<file path="src/rtl/riscv_pkg.sv">
// Shared types and constants for the instruction-fetch front end.
//  - XLEN, RESET_VECTOR_DEFAULT, PC_INC, NOP
//  - fetch_state_t : fetch FSM encoding
//  - fetch_entry_t : one fetch-buffer entry {instr, pc}
package riscv_pkg;

    localparam int unsigned XLEN                 = 32;
    localparam logic [31:0] RESET_VECTOR_DEFAULT = 32'h0000_0000;
    localparam logic [31:0] PC_INC               = 32'd4;
    localparam logic [31:0] NOP                  = 32'h0000_0013;

    typedef enum logic {
        BOOT = 1'b0,
        RUN  = 1'b1
    } fetch_state_t;

    typedef struct packed {
        logic [XLEN-1:0] instr;
        logic [XLEN-1:0] pc;
    } fetch_entry_t;

endpackage

</file>
<file path="src/rtl/fetch_fifo.sv">
// Two-entry fetch buffer holding {instr, pc} pairs, head at e0_q.
// Entries that are not occupied are kept at zero so the head reads 0 when empty.
// Ports:
//  - clk, rst_n  : clock, async active-low reset
//  - flush       : synchronous clear (wins over push/pop)
//  - push, din   : enqueue din (ignored when full unless popping)
//  - pop         : dequeue head (ignored when empty)
//  - dout        : head entry (registered)
//  - valid       : head entry is valid (registered)
//  - count       : occupancy 0..2 (registered)
module fetch_fifo
    import riscv_pkg::*;
(
    input  logic         clk,
    input  logic         rst_n,
    input  logic         flush,
    input  logic         push,
    input  logic         pop,
    input  fetch_entry_t din,
    output fetch_entry_t dout,
    output logic         valid,
    output logic [1:0]   count
);

    fetch_entry_t e0_q;
    fetch_entry_t e1_q;
    logic [1:0]   count_q;
    logic         valid_q;
    logic         full;
    logic         empty;

    assign full  = (count_q == 2'd2);
    assign empty = (count_q == 2'd0);

    // Storage and occupancy update; the second slot shifts into the head on pop.
    always_ff @(posedge clk or negedge rst_n) begin
        if (!rst_n) begin
            e0_q    <= '0;
            e1_q    <= '0;
            count_q <= 2'd0;
            valid_q <= 1'b0;
        end else if (flush) begin
            e0_q    <= '0;
            e1_q    <= '0;
            count_q <= 2'd0;
            valid_q <= 1'b0;
        end else begin
            unique case ({push, pop})
                2'b10: begin
                    if (empty) begin
                        e0_q    <= din;
                        count_q <= 2'd1;
                        valid_q <= 1'b1;
                    end else if (!full) begin
                        e1_q    <= din;
                        count_q <= 2'd2;
                    end
                end
                2'b01: begin
                    if (!empty) begin
                        e0_q    <= e1_q;
                        e1_q    <= '0;
                        count_q <= count_q - 2'd1;
                        valid_q <= full;
                    end
                end
                2'b11: begin
                    if (empty) begin
                        e0_q    <= din;
                        count_q <= 2'd1;
                        valid_q <= 1'b1;
                    end else if (full) begin
                        e0_q <= e1_q;
                        e1_q <= din;
                    end else begin
                        e0_q <= din;
                    end
                end
                default: begin
                end
            endcase
        end
    end

    assign dout  = e0_q;
    assign valid = valid_q;
    assign count = count_q;

endmodule

</file>
<file path="src/rtl/fetch_unit.sv">
// Instruction-fetch front end: PC register, next-PC selection, boot FSM,
// misaligned-redirect flag and a 2-entry buffer towards decode.
// Ports:
//  - clk, rst             : clock, async active-low reset
//  - imem_addr / imem_rd  : instruction memory address (= pc_q) and read data
//  - redirect_en/_pc      : reload PC and flush the buffer
//  - instr, instr_pc      : head-of-buffer instruction and its PC (0 when invalid)
//  - instr_valid          : head entry valid
//  - dec_ready            : decode accepts the head this cycle
//  - fetch_misal          : one-cycle pulse for a redirect target with pc[1:0] != 0
module fetch_unit
    import riscv_pkg::*;
#(
    parameter logic [31:0] RESET_VECTOR = RESET_VECTOR_DEFAULT,
    parameter int unsigned XLEN         = 32,
    parameter int unsigned FIFO_DEPTH   = 2
) (
    input  logic            clk,
    input  logic            rst,
    output logic [XLEN-1:0] imem_addr,
    input  logic [XLEN-1:0] imem_rd,
    input  logic            redirect_en,
    input  logic [XLEN-1:0] redirect_pc,
    output logic [XLEN-1:0] instr,
    output logic [XLEN-1:0] instr_pc,
    output logic            instr_valid,
    input  logic            dec_ready,
    output logic            fetch_misal
);

    fetch_state_t    state_q;
    fetch_state_t    state_d;
    logic [XLEN-1:0] pc_q;
    logic [XLEN-1:0] pc_d;
    logic            misal_q;
    logic            push;
    logic            pop;
    fetch_entry_t    push_entry;
    fetch_entry_t    head;
    logic            head_valid;
    logic [1:0]      fifo_count;

    assign pop = head_valid & dec_ready;

    // State, PC and misalign registers.
    always_ff @(posedge clk or negedge rst) begin
        if (!rst) begin
            state_q <= BOOT;
            pc_q    <= RESET_VECTOR;
            misal_q <= 1'b0;
        end else begin
            state_q <= state_d;
            pc_q    <= pc_d;
            misal_q <= redirect_en & (|redirect_pc[1:0]);
        end
    end

    // Next state, push decision and next-PC mux; redirect overrides everything.
    always_comb begin
        state_d = state_q;
        pc_d    = pc_q;
        push    = 1'b0;
        unique case (state_q)
            BOOT: state_d = RUN;
            RUN:  push = !redirect_en & ((fifo_count < 2'(FIFO_DEPTH)) | pop);
            default: state_d = BOOT;
        endcase
        if (push) begin
            pc_d = pc_q + PC_INC;
        end
        if (redirect_en) begin
            pc_d = {redirect_pc[XLEN-1:2], 2'b00};
        end
    end

    assign push_entry.instr = imem_rd;
    assign push_entry.pc    = pc_q;

    fetch_fifo u_fifo (
        .clk   (clk),
        .rst_n (rst),
        .flush (redirect_en),
        .push  (push),
        .pop   (pop),
        .din   (push_entry),
        .dout  (head),
        .valid (head_valid),
        .count (fifo_count)
    );

    assign imem_addr   = pc_q;
    assign instr       = head.instr;
    assign instr_pc    = head.pc;
    assign instr_valid = head_valid;
    assign fetch_misal = misal_q;

endmodule

</file>
<file path="config.mk">
export PLATFORM = sky130hd
export DESIGN_NAME = fetch_unit
export DESIGN_NICKNAME = d
export VERILOG_FILES = /design/src/rtl/riscv_pkg.sv /design/src/rtl/fetch_fifo.sv /design/src/rtl/fetch_unit.sv
export SDC_FILE = /design/constraint.sdc
export NUM_CORES = 1
export LEC_CHECK = 0
export CORE_MARGIN = 3
export CORE_UTILIZATION = 40
export CTS_CLUSTER_SIZE = 16
export DETAILED_ROUTE_END_ITERATION = 10
export PLACE_DENSITY = 0.78
export SLEW_MARGIN = 20
export SYNTH_ARGS = -nofsm -noshare
export SYNTH_HDL_FRONTEND = slang
export SYNTH_SLANG_ARGS = --single-unit
</file>
<file path="constraint.sdc">
create_clock -name clk -period 5.4 [get_ports clk]
set_input_delay 1.62 -clock clk [delete_from_list [all_inputs] [get_ports clk]]
set_output_delay 1.62 -clock clk [all_outputs]
set_load 0.05 [all_outputs]
</file>
# == After elaboration in Yosys (flattened, before gate mapping) ==
# Cells that the tools add are included.
# totals
ram_bits,0
in_bits,68
regBits,165
output_inout_bits,98
memories,0
romBits,0
latch_bits,0
# classes
n_eq_ne,12
n_reduce_logical,11
n_shift,0
n_bitwise,4
magnitude_cmp,1
muxes,25
n_mul,0
div_mod_pow,0
n_addsub,2
# ops
op,count
$mux W64,10
$pmux W64 S3,2
$mux W32,2
$add A32 B3 Y32 const B,1
$mux W2,5
$ne A3 B2 Y1 const B,3
$ne A3 B3 Y1 const B,3
$eq A2 B2 Y1 const B,3
$pmux W2 S3,1
$reduce_and A3 Y1,2
$reduce_and A5 Y1,1
$mux W1,4
$ne A4 B4 Y1 const B,1
$reduce_and A4 Y1,1
$reduce_bool A4 Y1,1
$reduce_or A2 Y1,2
$and A1 B1 Y1,3
$ne A3 B1 Y1 const B,1
$reduce_bool A3 Y1,1
$eq A2 B1 Y1 const B,1
$logic_not A2 Y1,1
$lt A2 B2 Y1 const B,1
$pmux W1 S2,1
$reduce_bool A2 Y1,1
other kinds (3),3

# == Depth between registers and ports, before layout ==
# Gate-level depths: netlist of run 1.
# depth
word_depth,8
mapped_depth,11

# == Hierarchy ==
# A second synthesis of run 1 with hierarchy kept.
# unflattened
cells_unflattened,836
hier_area_um2,8836.0
# by_module_without_submodules
mod,n_inst,area_each_um2,seq_area_each_um2,cells_per_inst
fetch_fifo,1,7020.5,3278.1,632
fetch_unit,1,1815.5,800.8,204

# == Least setup slack after synthesis of run 1 ==
# OpenSTA, ideal clock, no wires.
# synth_path
path_type,input to register
start,input dec_ready
end,"register pc_q[14], in the netlist imem_addr[14]"
required_time_ns,5.331
arrival_time_ns,2.724
setup_slack_ns,2.607
stages,4
path_cell_list,a21bo_4 > or4b_4 > or4_1 > nand3_1
# synth_via
elab_chain_len,5
# synth_rtl
element,line_no,text
"start, declared",fetch_unit.sv:27,"input logic dec_ready,"
$and A1 B1 Y1,fetch_unit.sv:43,assign pop = head_valid & dec_ready;
$or A1 B1 Y1,fetch_unit.sv:65,RUN: push = !redirect_en & ((fifo_count < 2'(FIFO_DEPTH)) | pop);
$and A1 B1 Y1,fetch_unit.sv:65,
$mux W1,fetch_unit.sv:63,unique case (state_q)
$reduce_bool A2 Y1 (no line),n/a,
"end signal, assigned",fetch_unit.sv:53,pc_q <= pc_d;
"end, declared",fetch_unit.sv:33,logic [XLEN-1:0] pc_q;
# No other way between the ends.
# A chain may end at the register's enable or synchronous reset.

# == Worst setup path in the final report of run 1 ==
# layout_path
start,input dec_ready
end,register u_fifo.e1_q[4] in the netlist's numbering
# layout_via
elab_chain_len,7
elab_cells_between_ends,15
# layout_rtl
element,line_no,text
$and A1 B1 Y1 *,fetch_unit.sv:43,
$or A1 B1 Y1,fetch_unit.sv:65,
$and A1 B1 Y1,fetch_unit.sv:65,
$mux W1,fetch_unit.sv:63,
$eq A2 B2 Y1 / $eq A2 B1 Y1 (equally long branches),fetch_fifo.sv:48,"unique case ({push, pop})"
$ne A3 B2 Y1 (no line) (tied with other cells),n/a,
$reduce_and A5 Y1 (no line) / $mux W64 (equally long branches),n/a,
"end signal, assigned",fetch_fifo.sv:55,e1_q <= din;
"end signal, assigned",fetch_fifo.sv:74,e1_q <= din;
"end, declared",fetch_fifo.sv:26,fetch_entry_t e1_q;
# Mark *: on every way between the ends. The rest lies on a longest branch, timed or not.

==> summary.md, run 1 <==
| Metric | Value |
|---|---|
| Outcome | `finished clean` |
| Number of cell rows | `49` |
| Cell total after placement | `1,084` |
| Final non-filler cell total | `1,116` |
| WL/cell | `19.0 um` |
| Iter 0 DRT Violations | `668` |
| Fmax | `0.263 GHz` |
| Crit-path max cell delay | `0.64 ns` |
| Switching share of total power | `35.0%` |
| Deepest clock path buffer count | `2` |
| Synthesis-stage register bit count | `163` |
| Die area | `20,400 sq um` |
| Max Cap Violations | `0` |
| CP bufs+invs | `3` |
| Worst IR drop on VDD | `0.238 mV` |
| Required @ worst endpoint | `5.76 ns` |
| Pre-Repair DR Iteration Count | `7` |
| Largest net degree at the start of global routing | `85` |
| Path depth of the worst reg2reg path | `8` |
| Post-CTS sizing | `0` |
| Layout cells sized above 1 | `7.33%` |
| Hold path depth | `2` |
| Clock root buffer | `clkbuf_16` |
| Cell with the most instances after synthesis | `dfrtp_1` |
| CP max FO | `39` |
| Critical Path, Cell by Cell | `clkdlybuf4s50_1 -> inv_1 -> nor2_1 -> a31oi_1 -> a21oi_4 -> buf_4 -> a22o_1` |
| Placer Congestion | `0.877` |
| Top cells by area, synth | `dfrtp_1 55%, a22o_1 7.3%, o31ai_1 5.3%` |
| Global-route wire length before repair | `33,700 um` |
| Final Slew Violations | `0` |
| LEAKAGE | `0.00426 uW` |
| Sequential share of power | `38.4%` |
| Post-CTS Setup Bufs | `0` |
| Share of the synthesized area in the top cell type | `54.6%` |
| Worst-path clk slew | `0.06 ns` |
| RSZ-0062 raised after global routing | `no` |
| # DRC | `0` |
| TritonCTS clock tree | `yes` |
| Worst setup path category | `input port to flop` |
| Initial antenna violation count | `0` |
| Vias | `6,437` |
| Min-delay src | `u_fifo.dout[51]` |
| R2R Path Start | `u_fifo.count[1]` |
| Diode count | `0` |
| Endpoint of the worst hold path | `u_fifo.dout[51]` |
| Remaining antenna violation count | `0` |
| PD cells | `397 nW/um^2` |
| Number of global-route vias before repair | `6,189` |
| Die width | `143 um` |
| Synth Warn # | `0` |
| Die Ht | `143 um` |
| RR Endpoint | `u_fifo.dout[41]` |
| Starting Density | `41.2%` |
| CP endpoint kind | `flop` |
| Layout Nets | `946` |
| Vias per cell | `5.77` |
| Clock power share | `33.3%` |
| Core box area | `18,100 sq um` |
| GRT Total Usage | `20.7%` |
| Post-synth top area cell | `dfrtp_1` |
| Min cycle time layout | `3.81 ns` |
| Slew @ Worst Pin | `0.938 ns` |
| CTS buffer count | `17` |
| Syn-to-layout area delta | `32.7%` |
| I/O pins | `166` |
| Register area share after synthesis | `54.6%` |
| Post-Route WL | `21,200 um` |
| Avg Cell Area, Syn | `10.1 sq um` |
| Crit start category | `input port` |
| Clk_lat worst skew | `0.42 ns` |
| Type of the worst min-delay path | `flop to flop` |
| Layout fillers | `1,573` |
| IO buf count | `163` |
| Sw power | `1380 uW` |
| Main synth FF type | `dfrtp_1` |
| Family with the most delay on the worst path | `buffers and inverters` |
| HPWL Detailed | `14,100 um` |
| Setup-failing EPs final | `0` |
| Post-synth EDFFs | `0` |
| Top post-synthesis cells by count | `163 x dfrtp_1, 100 x nand2_1, 64 x nor2_1` |
| H-tree levels | `4` |
| Synth Instances | `738` |
| Total gr overflow | `0` |
| Asr flop ratio synth | `100%` |
| Netlist cell types | `55` |
| R2r setup slk | `2.50 ns` |
| Post-CTS Hold Fix Bufs | `0` |
| Clock Sinks | `163` |
| Fin crit share | `70.5%` |
| CP arrival | `4.17 ns` |
| Power Internal | `2560 uW` |
| Setup TNS | `0 ns` |
| Hold Fails Final Rpt | `0` |
| Worst Skew | `0.00781 ns` |
| Combinational cell fraction of total power | `28.3%` |
| Slowest stage cell, crit path | `a21oi_4` |
| Worst slew margin | `37.3%` |
| Post-Syn Area | `7470 sq um` |
==> area by class of cell <==
type                    instances  area, sq um  share of cell area, %
repair buffers                174         1720                   17.4
clock buffers                  21          470                   4.74
clock inverters                11          176                   1.78
inverters                      10         37.5                  0.379
flip-flops and latches        163         4080                   41.1
well taps                     229          287                   2.89
multi-input cells             508         3140                   31.7
==> stage by stage <==
stage               instance area [sq um]  setup WS, ns  hold WS [ns]  power, uW  util, %
global placement                     9270          1.26         0.458       2630     51.1
detailed placement                   9270          1.16         0.466       2650     51.1
floorplan                            7480          2.61         0.453       2220        -
CTS                                  9920          1.63         0.480       3960     54.6
finish                               9920          1.59         0.473       3940     54.6
global route                         9920          1.48         0.501       4090     54.6
==> layout by cell type (no fill, tap or decap), types with 8 or more instances in the layout <==
cell type and n:
nand3_1 8, buf_4 10, inv_1 9, clkbuf_16 17, nor2_1 63, o31ai_1 53, a21oi_1 60, o21ai_0 30
clkdlybuf4s50_1 161, nand2_1 100, nand4_1 12, a22o_1 62, nor2b_1 11, dfrtp_1 163, xnor2_1 10, o22ai_1 10
==> power groups by stage <==
stage | Combinational [uW] | Sequential (uW) | Clock, uW
3_5_place_dp | 1120 | 1530 | 0
4_1_cts | 1120 | 1510 | 1330
3_3_place_gp | 1100 | 1530 | 0
6_report | 1110 | 1510 | 1310
5_1_grt | 1180 | 1530 | 1380
2_1_floorplan | 335 | 1880 | 0
==> worst min-delay path, delay by kind of cell (launching register included) <==
kind             cells  cell delay [ns]
AO/OA/AOI/OAI        1             0.05
flip-flops           1             0.34
AND/OR/NAND/NOR      1             0.05
==> flip-flops by register name, indices dropped and copies added, names as in the netlist <==
| register | cells |
|---|---|
| u_fifo.valid | 1 |
| u_fifo.e1_q | 64 |
| state_q | 1 |
| u_fifo.dout | 64 |
| imem_addr | 30 |
| fetch_misal | 1 |
| u_fifo.count | 2 |
==> worst max-delay path by stage <==
stage | start | end | slack, ns | depth (start not counted)
after floorplan | dec_ready | imem_addr[14] | 2.61 | 4
after global placement | dec_ready | u_fifo.e1_q[40] | 1.26 | 7
after detailed placement | dec_ready | u_fifo.e1_q[4] | 1.16 | 7
after CTS | dec_ready | u_fifo.e1_q[4] | 1.63 | 7
after global routing | dec_ready | u_fifo.e1_q[53] | 1.48 | 7
final | dec_ready | u_fifo.e1_q[4] | 1.59 | 7
==> metal layers <==
layer	vias up	share of wire [%]	track usage [%]	wire (um)
met5	-	0	0	0
met4	0	2.0	7.25	422
met3	36	8.2	4.35	1740
met2	324	47	32.8	9940
met1	3126	43	28.3	9050
li1	2951	-	-	-
==> cell families after synthesis <==
kind of cell / after synthesis / synth area share, %
compound gates: 245 / 22.9
simple gates: 235 / 15.5
flops: 163 / 54.6
buf+inv: 68 / 3.78
xor+xnor: 17 / 1.99
fa+ha+maj: 4 / 0.670
mux: 4 / 0.552
other cells: 2 / 0.100
Note: power is estimated with default switching activity, not from simulation.
==> run 2, diff against run 1 <==
PLACE_DENSITY = 0.8   (was 0.78)
clock period = 3.1 ns   (was 5.4 ns; I/O delays follow)
==> run 2 against run 1 <==
  * Non-clock buffer count is 13 higher
  * Global-route usage is 0.65 points higher
  * Sequential share of layout area is 0.53 points lower
==> summary.md, run 2 (same netlist as run 1, synthesis figures left out) <==
| Metric | Value |
|---|---|
| CP bufs+invs | `1 (-2)` |
| Clock Sinks | `163 (unchanged)` |
| Post-CTS Setup Bufs | `0 (unchanged)` |
| CP endpoint kind | `output pin` |
| Setup TNS | `0 ns (unchanged)` |
| Initial antenna violation count | `0 (unchanged)` |
| Layout Nets | `959 (+1.4%)` |
| Worst IR drop on VDD | `0.376 mV (+58%)` |
| Family with the most delay on the worst path | `buffers and inverters` |
| CP max FO | `9 (-77%)` |
| Type of the worst min-delay path | `input port to asynchronous set/reset pin` |
| Required @ worst endpoint | `2.17 ns (-3.59 ns)` |
| H-tree levels | `4 (unchanged)` |
| Largest net degree at the start of global routing | `65 (-24%)` |
| # DRC | `0 (unchanged)` |
| Pre-Repair DR Iteration Count | `5 (-2)` |
| Fin crit share | `90.8%` |
| Post-CTS sizing | `0 (unchanged)` |
| CTS buffer count | `17 (unchanged)` |
| Vias per cell | `5.70 (-1.2%)` |
| Commonest non-fill, non-tap cell in the layout | `dfrtp_1` |
| Pwr Total | `6770 uW (+72%)` |
| Vias | `6,435 (-0.031%)` |
| Diode count | `0 (unchanged)` |
| Max Cap Violations | `0 (unchanged)` |
| Die width | `143 um (unchanged)` |
| Total gr overflow | `0 (unchanged)` |
| LEAKAGE | `0.00433 uW (+1.7%)` |
| PD cells | `674 nW/um^2 (+70%)` |
| Layout cells sized above 1 | `8.44% (+1.1 points)` |
| Min cycle time layout | `2.81 ns` |
| Clock root buffer | `clkbuf_16` |
| Worst setup path category | `flop to output pin` |
| Starting Density | `41.2% (unchanged)` |
| Final Slew Violations | `0 (unchanged)` |
| I/O pins | `166 (unchanged)` |
| Deepest clock path buffer count | `2 (unchanged)` |
| Slowest stage cell, crit path | `clkdlybuf4s50_1` |
| Iter 0 DRT Violations | `552 (-17%)` |
| Post-Route WL | `21,500 um (+1.5%)` |
| Fmax | `0.355 GHz` |
| Most frequent cells in the layout | `163 x dfrtp_1, 161 x clkdlybuf4s50_1, 100 x nand2_1` |
| Outcome | `finished clean` |
| GRT Total Usage | `21.3% (+0.65 points)` |
| Global-route wire length before repair | `34,400 um (+2.0%)` |
| Critical Path, Cell by Cell | `clkdlybuf4s50_1` |
| Die Ht | `143 um (unchanged)` |
| Layout fillers | `1,606 (+2.1%)` |
| Core box area | `18,100 sq um (unchanged)` |
| Post-CTS Hold Fix Bufs | `0 (unchanged)` |
| Clk_lat worst skew | `0.42 ns (about the same)` |
| WL/cell | `19.0 um (+0.29%)` |
| Hold Fails Final Rpt | `0 (unchanged)` |
| Setup-failing EPs final | `0 (unchanged)` |
| IO buf count | `163 (unchanged)` |
| Number of cell rows | `49 (unchanged)` |
| Die area | `20,400 sq um (unchanged)` |
| Crit start category | `flop` |
| Placer Congestion | `0.898 (+2.4%)` |
| Worst slew margin | `52.8% (+15 points)` |
| Number of global-route vias before repair | `6,393 (+3.3%)` |
| RSZ-0062 raised after global routing | `no` |
| TritonCTS clock tree | `yes` |
| CP arrival | `1.88 ns (-2.29 ns)` |
| Syn-to-layout area delta | `34.4%` |
| Remaining antenna violation count | `0 (unchanged)` |
| Crit-path max cell delay | `0.88 ns (+0.24 ns)` |
| HPWL Detailed | `14,400 um (+2.1%)` |
| Worst-path clk slew | `0.07 ns (about the same)` |
| Worst Skew | `0.0111 ns (+0.00333 ns)` |
| Slew @ Worst Pin | `0.708 ns (-0.229 ns)` |
run 2: layer usage:
metal	track usage, %	share of wire, %	vias to the layer above
li1	-	-	2979
met3	4.92	6.9	23
met1	28.9	43	3168
met2	35.0	48	265
met5	0	0	-
met4	5.30	1.1	0
run 2: cell type report:
cell class | count | area, sq um | share of cell area [%]
Multi-Input combinational cell | 508 | 3140 | 31.3
Clock buffer | 20 | 437 | 4.35
Inverter | 10 | 37.5 | 0.374
Clock inverter | 12 | 154 | 1.53
Tap cell | 229 | 287 | 2.85
Timing Repair Buffer | 187 | 1910 | 19.0
Sequential cell | 163 | 4080 | 40.6
run 2: per-stage QoR:
stage               hold slack (ns)  setup slack (ns)  cell area, sq um  util, %  cells
CTS                           0.470             0.294             10000     55.4   1129
finish                        0.461             0.286             10000     55.4   1129
global placement              0.460             0.302              9460     52.1   1097
detailed placement            0.468             0.223              9460     52.1   1097
floorplan                     0.453             0.874              7480        -    739
global route                  0.485             0.241             10000     55.4   1129
run 2: worst paths after layout:
kind                                 start         endpoint  slack, ns  depth (start not counted)
max                          imem_addr[16]    imem_addr[16]       0.29                          1
min reg2reg                u_fifo.dout[53]  u_fifo.dout[53]       0.48                          2
max reg2reg                u_fifo.count[1]  u_fifo.dout[33]       0.50                          7
min                                    rst  u_fifo.e1_q[54]       0.46                          1
max in group asynchronous              rst    imem_addr[17]       1.96                          2
min in group clk           u_fifo.dout[53]  u_fifo.dout[53]       0.48                          2
run 2: power by group:
group	switching, uW	internal [uW]	total, uW
Sequential	220	2390	2610
Combinational	1320	699	2020
Clock	872	1270	2140
Total	2410	4360	6770
